`src/rtl/display_shift_driver.sv`:
```
// display_shift_driver
// Walks the six display digits (hours MSD first), fetches each digit's
// segment pattern from an external BCD segment mux, and shifts
// {dp, segments} MSB first into an external shift register. A storage
// latch pulse follows the last bit. Every output is a registered copy of
// the FSM's view, so the board sees clean, glitch-free edges.
module display_shift_driver #(
  parameter int HALF_PERIOD = 1,
  parameter int NUM_DIGITS  = 6
) (
  input  logic       clk,
  input  logic       reset,
  input  logic       en,
  input  logic       start,
  input  logic [6:0] led_in,
  input  logic [5:0] dp_mask,
  output logic [2:0] segment_select,
  output logic       serial_data,
  output logic       serial_clk,
  output logic       serial_latch,
  output logic       busy,
  output logic       frame_done
);

  typedef enum logic [2:0] {
    IDLE,
    SELECT,
    LOAD,
    SHIFT_LO,
    SHIFT_HI,
    LATCH
  } state_t;

  // Last value of the phase counter before a timed state is left.
  localparam logic [7:0] PHASE_LAST  = 8'(HALF_PERIOD - 1);
  // Digit index that opens every frame.
  localparam logic [2:0] FIRST_DIGIT = 3'(NUM_DIGITS - 1);
  // Segment-select code that makes the mux blank its output.
  localparam logic [2:0] SEL_BLANK   = 3'h7;

  state_t     state;
  logic [7:0] phase;
  logic [2:0] digit;
  logic [2:0] bit_cnt;
  logic [7:0] shift_reg;
  logic [7:0] dp_ext;
  logic       phase_end;

  // Widened so every 3-bit digit index addresses a real bit.
  assign dp_ext    = {2'b00, dp_mask};
  assign phase_end = (phase == PHASE_LAST);

  // Frame sequencer: outputs are set on the edge that enters each state so
  // they always describe the state currently held.
  always_ff @(posedge clk) begin
    if (reset) begin
      state          <= IDLE;
      phase          <= 8'd0;
      digit          <= 3'd0;
      bit_cnt        <= 3'd0;
      shift_reg      <= 8'd0;
      segment_select <= SEL_BLANK;
      serial_data    <= 1'b0;
      serial_clk     <= 1'b0;
      serial_latch   <= 1'b0;
      busy           <= 1'b0;
      frame_done     <= 1'b0;
    end else begin
      frame_done <= 1'b0;
      case (state)
        IDLE: begin
          if (start && en) begin
            state          <= SELECT;
            phase          <= 8'd0;
            digit          <= FIRST_DIGIT;
            segment_select <= FIRST_DIGIT;
            busy           <= 1'b1;
          end
        end

        SELECT: begin
          state <= LOAD;
          phase <= 8'd0;
        end

        LOAD: begin
          shift_reg   <= {dp_ext[digit], led_in};
          bit_cnt     <= 3'd7;
          serial_data <= dp_ext[digit];
          serial_clk  <= 1'b0;
          state       <= SHIFT_LO;
          phase       <= 8'd0;
        end

        SHIFT_LO: begin
          if (phase_end) begin
            state      <= SHIFT_HI;
            serial_clk <= 1'b1;
            phase      <= 8'd0;
          end else begin
            phase <= phase + 8'd1;
          end
        end

        SHIFT_HI: begin
          if (phase_end) begin
            phase      <= 8'd0;
            shift_reg  <= {shift_reg[6:0], 1'b0};
            serial_clk <= 1'b0;
            if (bit_cnt != 3'd0) begin
              bit_cnt     <= bit_cnt - 3'd1;
              serial_data <= shift_reg[6];
              state       <= SHIFT_LO;
            end else if (digit != 3'd0) begin
              digit          <= digit - 3'd1;
              segment_select <= digit - 3'd1;
              state          <= SELECT;
            end else begin
              serial_latch <= 1'b1;
              serial_data  <= 1'b0;
              state        <= LATCH;
            end
          end else begin
            phase <= phase + 8'd1;
          end
        end

        LATCH: begin
          if (phase_end) begin
            state          <= IDLE;
            phase          <= 8'd0;
            serial_latch   <= 1'b0;
            segment_select <= SEL_BLANK;
            busy           <= 1'b0;
            frame_done     <= 1'b1;
          end else begin
            phase <= phase + 8'd1;
          end
        end

        default: begin
          state          <= IDLE;
          phase          <= 8'd0;
          segment_select <= SEL_BLANK;
          serial_data    <= 1'b0;
          serial_clk     <= 1'b0;
          serial_latch   <= 1'b0;
          busy           <= 1'b0;
        end
      endcase
    end
  end

endmodule

```
`config.mk`:
```
export PLATFORM = sky130hd
export DESIGN_NAME = display_shift_driver
export DESIGN_NICKNAME = d
export VERILOG_FILES = /design/src/rtl/display_shift_driver.sv
export SDC_FILE = /design/constraint.sdc
export NUM_CORES = 1
export LEC_CHECK = 0
export ABC_CLOCK_PERIOD_IN_PS = 2300
export CAP_MARGIN = 20
export CORE_ASPECT_RATIO = 0.6
export CORE_MARGIN = 8
export CORE_UTILIZATION = 50
export DETAILED_ROUTE_END_ITERATION = 8
export PLACE_DENSITY = 0.74
export SYNTH_ARGS = -nofsm -noshare
export SYNTH_HDL_FRONTEND = slang
export SYNTH_SLANG_ARGS = --single-unit
```
`constraint.sdc`:
```
create_clock -name clk -period 2.3 [get_ports clk]
set_input_delay 0.46 -clock clk [delete_from_list [all_inputs] [get_ports clk]]
set_output_delay 0.46 -clock clk [all_outputs]
set_load 0.01 [all_outputs]
```
---- Word level (Yosys, flattened, before mapping) ----
Cells that the tools add are included.
cells by class
  bitwise logic cells ..................... 6
  $lt $le $gt $ge ......................... 1
  equality and inequality tests ........... 14
  multiplexer cells ....................... 38
  add/sub/neg operators ................... 3
  reductions and logical operators ........ 23
operators by type and width
  kind                 number
  $mux 3               13
  $pmux 3 s6           1
  $mux 8               2
  $ne 2x2->1 const B   8
  $pmux 8 s2           1
  $pmux 7 s2           1
  $pmux 1 s3           4
  $pmux 3 s2           2
  $pmux 3 s4           1
  $reduce_and 3->1     4
  $reduce_or 4->1      3
  $mux 1               11
  $reduce_and 5->1     2
  $reduce_or 3->1      3
  $add 8x1->8 const B  1
  $logic_not 8->1      1
  $mux 7               1
  $eq 3x2->1 const B   2
  $eq 3x3->1 const B   2
  $not 1->1            6
  $reduce_and 6->1     1
  $reduce_bool 3->1    2
  $sub 3x1->3 const B  2
  $lt 3x4->1 const B   1
  9 further kinds      10
storage, ports and cells
  output and inout bits ................... 8
  word-level logic and storage cells ...... 96
  bits of input ports ..................... 17
  flip-flop bits (word level) ............. 32

---- Longest topological paths before layout ----
Gate-level depths: netlist of the first run.
  word-level depth ........................ 5
  depth in mapped cells ................... 7
  gate-level depth less buffers ........... 6

---- Worst setup path after synthesis of the first run ----
No wires, ideal clock.
  path kind ............................... reg2reg
  start ................................... reg phase[0]
  end ..................................... reg shift_reg[2]
  required time ........................... 2.212 ns
  cell stages (with the launch flop) ...... 8
  library setup time ...................... 0.088 ns
  arrival time ............................ 1.793 ns
  clock period less this slack ............ 1.881 ns
  path slack .............................. 0.419 ns
  buffers on the path ..................... 1
  cells stage by stage .................... dfxtp_1 inv_1 ha_1 or4b_4 o31ai_4 buf_6 nor2_1 a311oi_2
between the ends
  cells in the longest elaborated chain, start to end .. 3
RTL lines
  item                               line  source
  start: declaration                 42    logic [7:0] phase;
  start signal: assignment           101   phase <= phase + 8'd1;
  start signal: assignment           124   phase <= phase + 8'd1;
  start signal: assignment           137   phase <= phase + 8'd1;
  $logic_not 8->1                    51    assign phase_end = (phase == PHASE_LAST);
  $ne 2x2->1 (no source line)        --
  $reduce_and 2->1 (no source line)  --
  end signal: assignment             87    shift_reg <= {dp_ext[digit], led_in};
  end signal: assignment             108   shift_reg <= {shift_reg[6:0], 1'b0};
  end: declaration                   45    logic [7:0] shift_reg;
No other way between the ends.
A chain may end at the register's enable or synchronous reset.

---- Worst setup path in the final report of the first run ----
  start ................................... reg phase[0]
  end ..................................... reg digit[1]
between the ends
  cells in the longest elaborated chain, start to end .. 3
RTL lines
  item                               line  source
  $logic_not 8->1                    51
  $ne 2x2->1 (no source line)        --
  $reduce_and 5->1 (no source line)  --
  end signal: assignment             115   digit <= digit - 3'd1;
  end: declaration                   43    logic [2:0] digit;
No other way between the ends.

==> results of run 1 <==
kinds of logic after synthesis:
kind of cell	after synthesis	synth area share
AOI/OAI and AO/OA	58	0.252
xor gates and xnor gates	7	0.0340
adders and majority gates	6	0.0416
buffers and inverters	22	0.0499
DFF	32	0.355
muxes	4	0.0305
and+or+nand+nor	79	0.236
cells in the final DEF, fill, tap and decap left out, types with 5 or more instances in the layout:
| master | instances |
|---|---|
| dfxtp_1 | 32 |
| clkdlybuf4s50_1 | 24 |
| nor2_1 | 23 |
| nand2_1 | 20 |
| a21oi_1 | 14 |
| inv_1 | 12 |
| buf_4 | 11 |
| o21ai_0 | 8 |
| nand4_1 | 6 |
| ha_1 | 6 |
| clkbuf_8 | 6 |
| nor2b_1 | 5 |
| a311oi_1 | 5 |
worst max path at each step:
stage / startpoint / to / slack [ns] / depth (start not counted)
after global routing: phase[0] / segment_select[2] / 0.09 / 6
after detailed placement: start / phase[0] / 0.16 / 4
after floorplan: phase[0] / shift_reg[2] / 0.42 / 7
final: phase[0] / digit[1] / 0.21 / 6
after global placement: start / phase[0] / 0.23 / 4
after CTS: phase[0] / digit[1] / 0.22 / 6
layout make-up:
type,instances,area [um2],share of cell area
multi-input combinational,154,1070,0.481
sequential,32,641,0.287
timing repair buffer,35,323,0.145
clock buffer,6,82.6,0.0370
tap,47,58.8,0.0263
inverter,12,45.0,0.0202
clock inverter,2,10.0,0.00448
where the power goes:
part / switching [W] / total, W / internal [W]
logic: 0.000232 / 0.000428 / 0.000195
registers: 0.0000347 / 0.000638 / 0.000603
clock network: 0.000210 / 0.000448 / 0.000238
total: 0.000477 / 0.00151 / 0.00104
metal layers:
| layer | track usage | vias to the layer above |
|---|---|---|
| met1 | 0.238 | 783 |
| met3 | 0.0516 | 7 |
| met4 | 0.0354 | 0 |
| li1 | - | 838 |
| met5 | 0 | - |
| met2 | 0.191 | 53 |
through the flow:
step           instance area, um2   util
4_1_cts                      2230  0.629
3_5_place_dp                 2140  0.603
5_1_grt                      2230  0.629
6_report                     2230  0.629
3_3_place_gp                 2140  0.603
2_1_floorplan                1800      -
worst min-delay path, cell delays in order (launching register included):
cell and delay (ns):
dfxtp_1 0.31, inv_1 0.04, a21boi_0 0.06
==> impl_results.md, run 1 <==
* Period utilisation layout at 0.911
* Wl on met1 at 2.47 mm
* Residual DRC at 0
* Via Count at approximately 1.7k
* Routed Antenna Nets at 0
* CP Cell Sequence: inv_1 > ha_1 > or4b_4 > nor3_4 > a32oi_1 > mux2_2
* Fmax at around 480 MHz
* CP bufs+invs at 1
* Clk Latency, worst-skew pair at 0.29 ns
* Final hold viol count at 0
* Most frequent cell after synthesis: dfxtp_1
* Final WS setup at between 0.2 and 0.25 ns
* Max reg flops at 8
* Hold Slack at between 0.4 and 0.5 ns
* Top cells by instance count after synthesis: dfxtp_1 (32), nor2_1 (23), nand2_1 (20)
* CTS Hold Bufs at 0
* Final WL at 4.52 mm
* CTS clk-pin slew, worst paths at ~0.07 ns
* Core area at 3550 um2
* Syn Nets at 231
* Gpl congestion at 0.846
* Register area share after synthesis at 0.355
* Mean area per synthesized cell at approximately 8.7 um2
* First-pass GRT wire length at 7.33 mm
* Root Driver: clkbuf_8
* Sink Count at 32
* Area grow syn2layout at 23.8%
* Fin Clk Skew at between 0.006 and 0.007 ns
* Vias in the first global route at 1,478
* Post-synth top flop: dfxtp_1
* Post-synth top area cell: dfxtp_1
* CTS buffer count at 5
* Dpl cells at 280
* CTS tree: built
* Ys async rst share at 0
* Drt pass-1 iters at 4
* CP startpoint kind: register
* Die Height at approximately 63 um
* Post-DR vias/cell at between 5 and 6
* Clk buf depth at 2
* DRT iter0 DRCs at 80
* Unrepaired setup endpoints after global routing: no
* Share of cells above drive strength 1 at 0.149
* Worst path slowest cell: or4b_4
* Initial antenna violation count at 0
* Crit path largest cell delay at approximately 0.52 ns
* Kind of end point of the critical path: register
* Dpl ws at 0.158 ns
* Tmin final at 2.09 ns
* Distinct cells, synth at between 50 and 60
* Worst slew pin tran at 0.584 ns
* Post-DP HPWL at 3.34 mm
* EDFF count, synth at 0
* NumNets Final at roughly 260
* Slew headroom at 0.608
* PostCTS Resize Cnt at 0
* Max VDD drop at 0.000382 V
* Synth Cell Area at between 1500 and 2000 um2
* Fill count at 308
* Max-cap violations at 0
* Status: finished clean
* Yosys warning count at 0
* HP Class: reg2reg
* Worst path required time at about 2.5 ns
* Cell Rows at 17
* Syn Inst Count at approximately 210
* Pin count of the biggest net entering global routing at 22
* Pwr per Cell Area at 678 nW/um2
* Highest metal used: met4
* R2R Path End: digit[1]
* Total negative setup slack at 0 ns
* # setup viols final at 0
* P_leak at 0.812 nW
* Share of Yosys cell area claimed by the top area cell type at 0.355
* Worst R2R Path Depth at 6
* GRT overflow at 0
* Metal3 WL at 340 um
* Number of H-tree levels at 2
* Max Transition Viols Final at 0
* Synth area leaders: dfxtp_1 (36%), nor2_1 (4.8%), ha_1 (4.2%)
* Die Span X at 93.6 um
* Final Non-Filler Cells at around 290
* IO buf count at 24
* Crit Path Category: reg2reg
* R2R Path Start: phase[0]
* Hold Path Stages at 2
* Wire per inst at roughly 16 um
* Antenna fix cells at 0
* Overall power at about 0.0015 W
* Hold worst-path end: serial_latch
* IO Pins at 25
* Hold_sp: serial_latch
* Crit Path Max Fanout at 6
* R2r setup slk at a little over 0.2 ns
* Full die area at approximately 5800 um2
* Global-route usage over all layers at 0.154
* Wire length on met2 at 1.68 mm
* Initial Utilization at 0.508
* Family with the most delay on the worst path: simple AND/OR/NAND/NOR gates
* #FFs+latches synth at 32
* Worst Path Arrival at approximately 2.3 ns
* Post-CTS setup repair buffer count at 0
No activity file was read; power rests on OpenSTA's default activity.
==> run 2: changes to the inputs <==
- CORE_UTILIZATION: 50 -> 25
- PLACE_DENSITY: 0.74 -> default
==> impl_results.md, run 2 (synthesis gave the netlist of run 1 again) <==
* Status: finished clean (unchanged)
* Final hold viol count at 0 (unchanged)
* Crit Path Max Fanout at 5 (was 6)
* Post-CTS setup repair buffer count at 0 (unchanged)
* Fill count at 754 (was 308)
* Global-route usage over all layers at 0.105 (was 0.154)
* Core area at 7120 um2 (was 3550 um2)
* Final WL at 5.07 mm (was 4.52 mm)
* CTS tree: built (unchanged)
* Initial Utilization at 0.254 (was 0.508)
* Routed Antenna Nets at 0 (unchanged)
* CP startpoint kind: register (unchanged)
* Max Transition Viols Final at 0 (unchanged)
* Die Height at 81.8 um (was 62.5 um)
* CTS Hold Bufs at 0 (unchanged)
* Area grow syn2layout at 30.0% (was 23.8%)
* PostCTS Resize Cnt at 0 (unchanged)
* Crit path largest cell delay at 0.52 ns (about the same)
* Unrepaired setup endpoints after global routing: no (unchanged)
* Die Span X at 126 um (was 93.6 um)
* Hold Slack at 0.470 ns (was 0.462 ns)
* Clk buf depth at 2 (unchanged)
* Fin Clk Skew at 0.00583 ns (was 0.00611 ns)
* Drt pass-1 iters at 4 (unchanged)
* CP Cell Sequence: inv_1 > ha_1 > or4b_4 > nor2_1 > a21oi_1 > a2111oi_0 (was inv_1 > ha_1 > or4b_4 > nor3_4 > a32oi_1 > mux2_2)
* Post-DR vias/cell at 4.98 (was 5.84)
* Pin count of the biggest net entering global routing at 22 (unchanged)
* P_leak at 0.836 nW (was 0.812 nW)
* Worst path slowest cell: or4b_4 (unchanged)
* Share of cells above drive strength 1 at 0.149 (about the same)
* Post-route design area at 2340 um2 (was 2230 um2)
* Cell Rows at 24 (was 17)
* IO buf count at 24 (unchanged)
* Period utilisation layout at 0.906 (was 0.911)
* Sink Count at 32 (unchanged)
* Root Driver: clkbuf_16 (was clkbuf_8)
* Vias in the first global route at 1,600 (was 1,478)
* GRT overflow at 0 (unchanged)
* Slew headroom at 0.596 (was 0.608)
* Kind of end point of the critical path: register (unchanged)
* Via Count at 1,658 (was 1,681)
* Max reg flops at 8 (unchanged)
* CTS clk-pin slew, worst paths at 0.05 ns (was 0.07 ns)
* Max VDD drop at 0.000282 V (was 0.000382 V)
* Fmax at 480 MHz (was 478 MHz)
* Post-DP HPWL at 3.85 mm (was 3.34 mm)
* Number of H-tree levels at 2 (unchanged)
* DRT iter0 DRCs at 87 (was 80)
* NumNets Final at 265 (was 263)
* # setup viols final at 0 (unchanged)
* Worst Path Arrival at 2.22 ns (was 2.27 ns)
* Full die area at 10,300 um2 (was 5850 um2)
* Total negative setup slack at 0 ns (unchanged)
* HP Class: reg2reg (unchanged)
* First-pass GRT wire length at 8.46 mm (was 7.33 mm)
* CTS buffer count at 5 (unchanged)
* Most common cell after layout, fill and taps aside: dfxtp_1 (unchanged)
* Pwr per Cell Area at 733 nW/um2 (was 678 nW/um2)
* Max-cap violations at 0 (unchanged)
* Area after DPL at 2210 um2 (was 2140 um2)
* Initial antenna violation count at 0 (unchanged)
* Gpl congestion at 0.839 (was 0.846)
* Clk Latency, worst-skew pair at 0.28 ns (was 0.29 ns)
* Crit Path Category: reg2reg (unchanged)
* Final core utilization at 0.329 (was 0.629)
* Residual DRC at 0 (unchanged)
* Tmin final at 2.08 ns (was 2.09 ns)
* Antenna fix cells at 0 (unchanged)
* IO Pins at 25 (unchanged)
* Most frequent cells in the layout: dfxtp_1 (32), clkdlybuf4s50_1 (24), nor2_1 (23) (unchanged)
* Worst path required time at 2.44 ns (was 2.48 ns)
* Worst slew pin tran at 0.601 ns (was 0.584 ns)
* Wire per inst at 15.2 um (was 15.7 um)
-- run 2: where the power goes --
group          internal [W]  switching, W
logic              0.000203      0.000248
clock network      0.000393      0.000235
registers          0.000604     0.0000357
-- run 2: path summary, 6_finish.rpt --
path | slack, ns | start | cells after the start | end
max | 0.22 | phase[0] | 6 | serial_clk
min | 0.47 | serial_latch | 2 | serial_latch
max reg2reg | 0.22 | phase[0] | 6 | serial_clk
min reg2reg | 0.47 | serial_latch | 2 | serial_latch
-- run 2: area by class of cell --
cell class                 count  area (um2)  share of cell area
tap                           91         114              0.0486
timing repair buffer          37         338               0.144
clock inverter                 1        5.00             0.00213
multi-input combinational    154        1070               0.458
clock buffer                   6         129              0.0550
sequential                    32         641               0.273
inverter                      12        45.0              0.0192
-- run 2: routing by layer --
metal | GRT usage | part of all wire
met1 | 0.157 | 0.55
met2 | 0.132 | 0.36
met3 | 0.0331 | 0.072
met4 | 0.0410 | 0.015
met5 | 0 | 0
-- run 2: stage by stage --
stage,total power [W],setup slack (ns),std cells
global route,0.00181,0.151,333
finish,0.00172,0.216,333
global placement,0.00109,0.283,326
CTS,0.00172,0.248,333
floorplan,0.000920,0.419,208
detailed placement,0.00109,0.231,326
-- run 2: worst max-delay path, delay by kind of cell, from the launching register on --
kind,cells,cell delay (ns)
fa+ha+maj,1,0.17
flops,1,0.35
compound gates,2,0.50
buf+inv,1,0.09
simple gates,2,0.85
==> run 3: changes to the inputs <==
- CORE_UTILIZATION: 25 -> 40
- PLACE_DENSITY_LB_ADDON: default -> 0.08
==> impl_results.md, run 3 (synthesis gave the netlist of run 1 again) <==
* Status: finished clean (unchanged)
* Most common cell after layout, fill and taps aside: dfxtp_1 (unchanged)
* Share of cells above drive strength 1 at 0.162 (was 0.149)
* Antenna fix cells at 0 (unchanged)
* Max reg flops at 8 (unchanged)
* Via Count at 1,719 (was 1,658)
* P_leak at 0.835 nW (was 0.836 nW)
* Initial Utilization at 0.406 (was 0.254)
* Global-route usage over all layers at 0.156 (was 0.105)
* R2r setup slk at 0.25 ns (was 0.22 ns)
* CTS clk-pin slew, worst paths at 0.06 ns (was 0.05 ns)
* Vias in the first global route at 1,695 (was 1,600)
* Hold Path Stages at 1 (was 2)
* Clk Latency, worst-skew pair at 0.28 ns (about the same)
* Final hold viol count at 0 (unchanged)
* Drt pass-1 iters at 4 (unchanged)
* Gpl congestion at 0.833 (was 0.839)
* Max Transition Viols Final at 0 (unchanged)
* Crit Path Category: reg2reg (unchanged)
* Clk buf depth at 2 (unchanged)
* Hold worst-path end: busy (was serial_latch)
* Hold Slack at 0.465 ns (was 0.470 ns)
* Tmin final at 2.05 ns (was 2.08 ns)
* Die Height at 68.0 um (was 81.8 um)
* Unrepaired setup endpoints after global routing: no (unchanged)
* Post-DP HPWL at 3.78 mm (was 3.85 mm)
* Number of H-tree levels at 2 (unchanged)
* Worst R2R Path Depth at 7 (was 6)
* Fin Clk Skew at 0.00315 ns (was 0.00583 ns)
* Period utilisation layout at 0.893 (was 0.906)
* Max VDD drop at 0.000456 V (was 0.000282 V)
* Post-route design area at 2300 um2 (was 2340 um2)
* Initial antenna violation count at 0 (unchanged)
* Max-cap violations at 0 (unchanged)
* Worst path required time at 2.48 ns (was 2.44 ns)
* Root Driver: clkbuf_8 (was clkbuf_16)
* HP Class: reg2reg (unchanged)
* Worst slew pin tran at 0.485 ns (was 0.601 ns)
* Area grow syn2layout at 27.3% (was 30.0%)
* Slew headroom at 0.673 (was 0.596)
* Area after DPL at 2210 um2 (about the same)
* Wire per inst at 16.2 um (was 15.2 um)
* Pwr per Cell Area at 674 nW/um2 (was 733 nW/um2)
* Sink Count at 32 (unchanged)
* Total negative setup slack at 0 ns (unchanged)
* Die Span X at 103 um (was 126 um)
* CTS Hold Bufs at 0 (unchanged)
* Routed Antenna Nets at 0 (unchanged)
* PostCTS Resize Cnt at 0 (unchanged)
* R2R Path Start: phase[0] (unchanged)
* GRT overflow at 0 (unchanged)
* Core area at 4450 um2 (was 7120 um2)
* Hold_sp: busy (was serial_latch)
* IO buf count at 24 (unchanged)
* Post-DR vias/cell at 5.55 (was 4.98)
* CP startpoint kind: register (unchanged)
* Fill count at 438 (was 754)
* IO Pins at 25 (unchanged)
* DRT iter0 DRCs at 135 (was 87)
* First-pass GRT wire length at 8.37 mm (was 8.46 mm)
* NumNets Final at 269 (was 265)
* Residual DRC at 0 (unchanged)
* Fmax at 487 MHz (was 480 MHz)
* # setup viols final at 0 (unchanged)
* Post-CTS setup repair buffer count at 0 (unchanged)
* Final WL at 5.02 mm (was 5.07 mm)
* R2R Path End: shift_reg[1] (was serial_clk)
* Worst Path Arrival at 2.23 ns (was 2.22 ns)
* CTS tree: built (unchanged)
* CTS buffer count at 5 (unchanged)
* Kind of end point of the critical path: register (unchanged)
* Pin count of the biggest net entering global routing at 21 (was 22)
* Cell Rows at 19 (was 24)
* Most frequent cells in the layout: dfxtp_1 (32), clkdlybuf4s50_1 (24), nor2_1 (23) (unchanged)
* Crit Path Max Fanout at 14 (was 5)
* Full die area at 6990 um2 (was 10,300 um2)
## run 3: how the worst max path moves through the flow
stage	start	to	slack, ns	cells after the start
global route	phase[0]	shift_reg[1]	0.07	7
floorplan	phase[0]	shift_reg[2]	0.42	7
global placement	start	phase[5]	0.33	6
detailed placement	start	phase[5]	0.24	6
CTS	phase[0]	shift_reg[1]	0.24	7
finish	phase[0]	shift_reg[1]	0.25	7
## run 3: layout make-up
class                   instances  area [um2]  area share
flip-flops and latches         32         641       0.279
clock buffers                   8        90.1      0.0392
well taps                      63        78.8      0.0343
inverters                      12        45.0      0.0196
repair buffers                 41         368       0.160
multi-input cells             154        1070       0.468
## run 3: worst max-delay path, cell delays in order (launching register included)
cell and delay, ns:
dfxtp_1 0.35, inv_1 0.09, ha_1 0.16, or4b_4 0.52, o31ai_4 0.25, buf_4 0.24
nor2_1 0.06, a311oi_1 0.28
## run 3: metal layers
| layer | part of all wire | vias to the layer above | routed length [um] | global-route usage |
|---|---|---|---|---|
| met3 | 0.056 | 6 | 281 | 0.0396 |
| met1 | 0.51 | 820 | 2530 | 0.209 |
| met2 | 0.42 | 46 | 2120 | 0.238 |
| met5 | 0 | - | 0 | 0 |
| li1 | - | 847 | - | - |
| met4 | 0.015 | 0 | 75 | 0.0599 |
## run 3: report_power, final
| group | internal (W) | switching [W] | total, W |
|---|---|---|---|
| logic | 0.000214 | 0.000249 | 0.000463 |
| clock network | 0.000244 | 0.000202 | 0.000446 |
| registers | 0.000603 | 0.0000355 | 0.000638 |
## run 3: per-stage QoR
stage	std cells	util	total power (W)	setup WS (ns)
after floorplan	208	-	0.000920	0.419
after global placement	302	0.496	0.00109	0.328
after detailed placement	302	0.496	0.00111	0.245
after CTS	310	0.516	0.00155	0.243
after global routing	310	0.516	0.00164	0.0655
final	310	0.516	0.00155	0.247
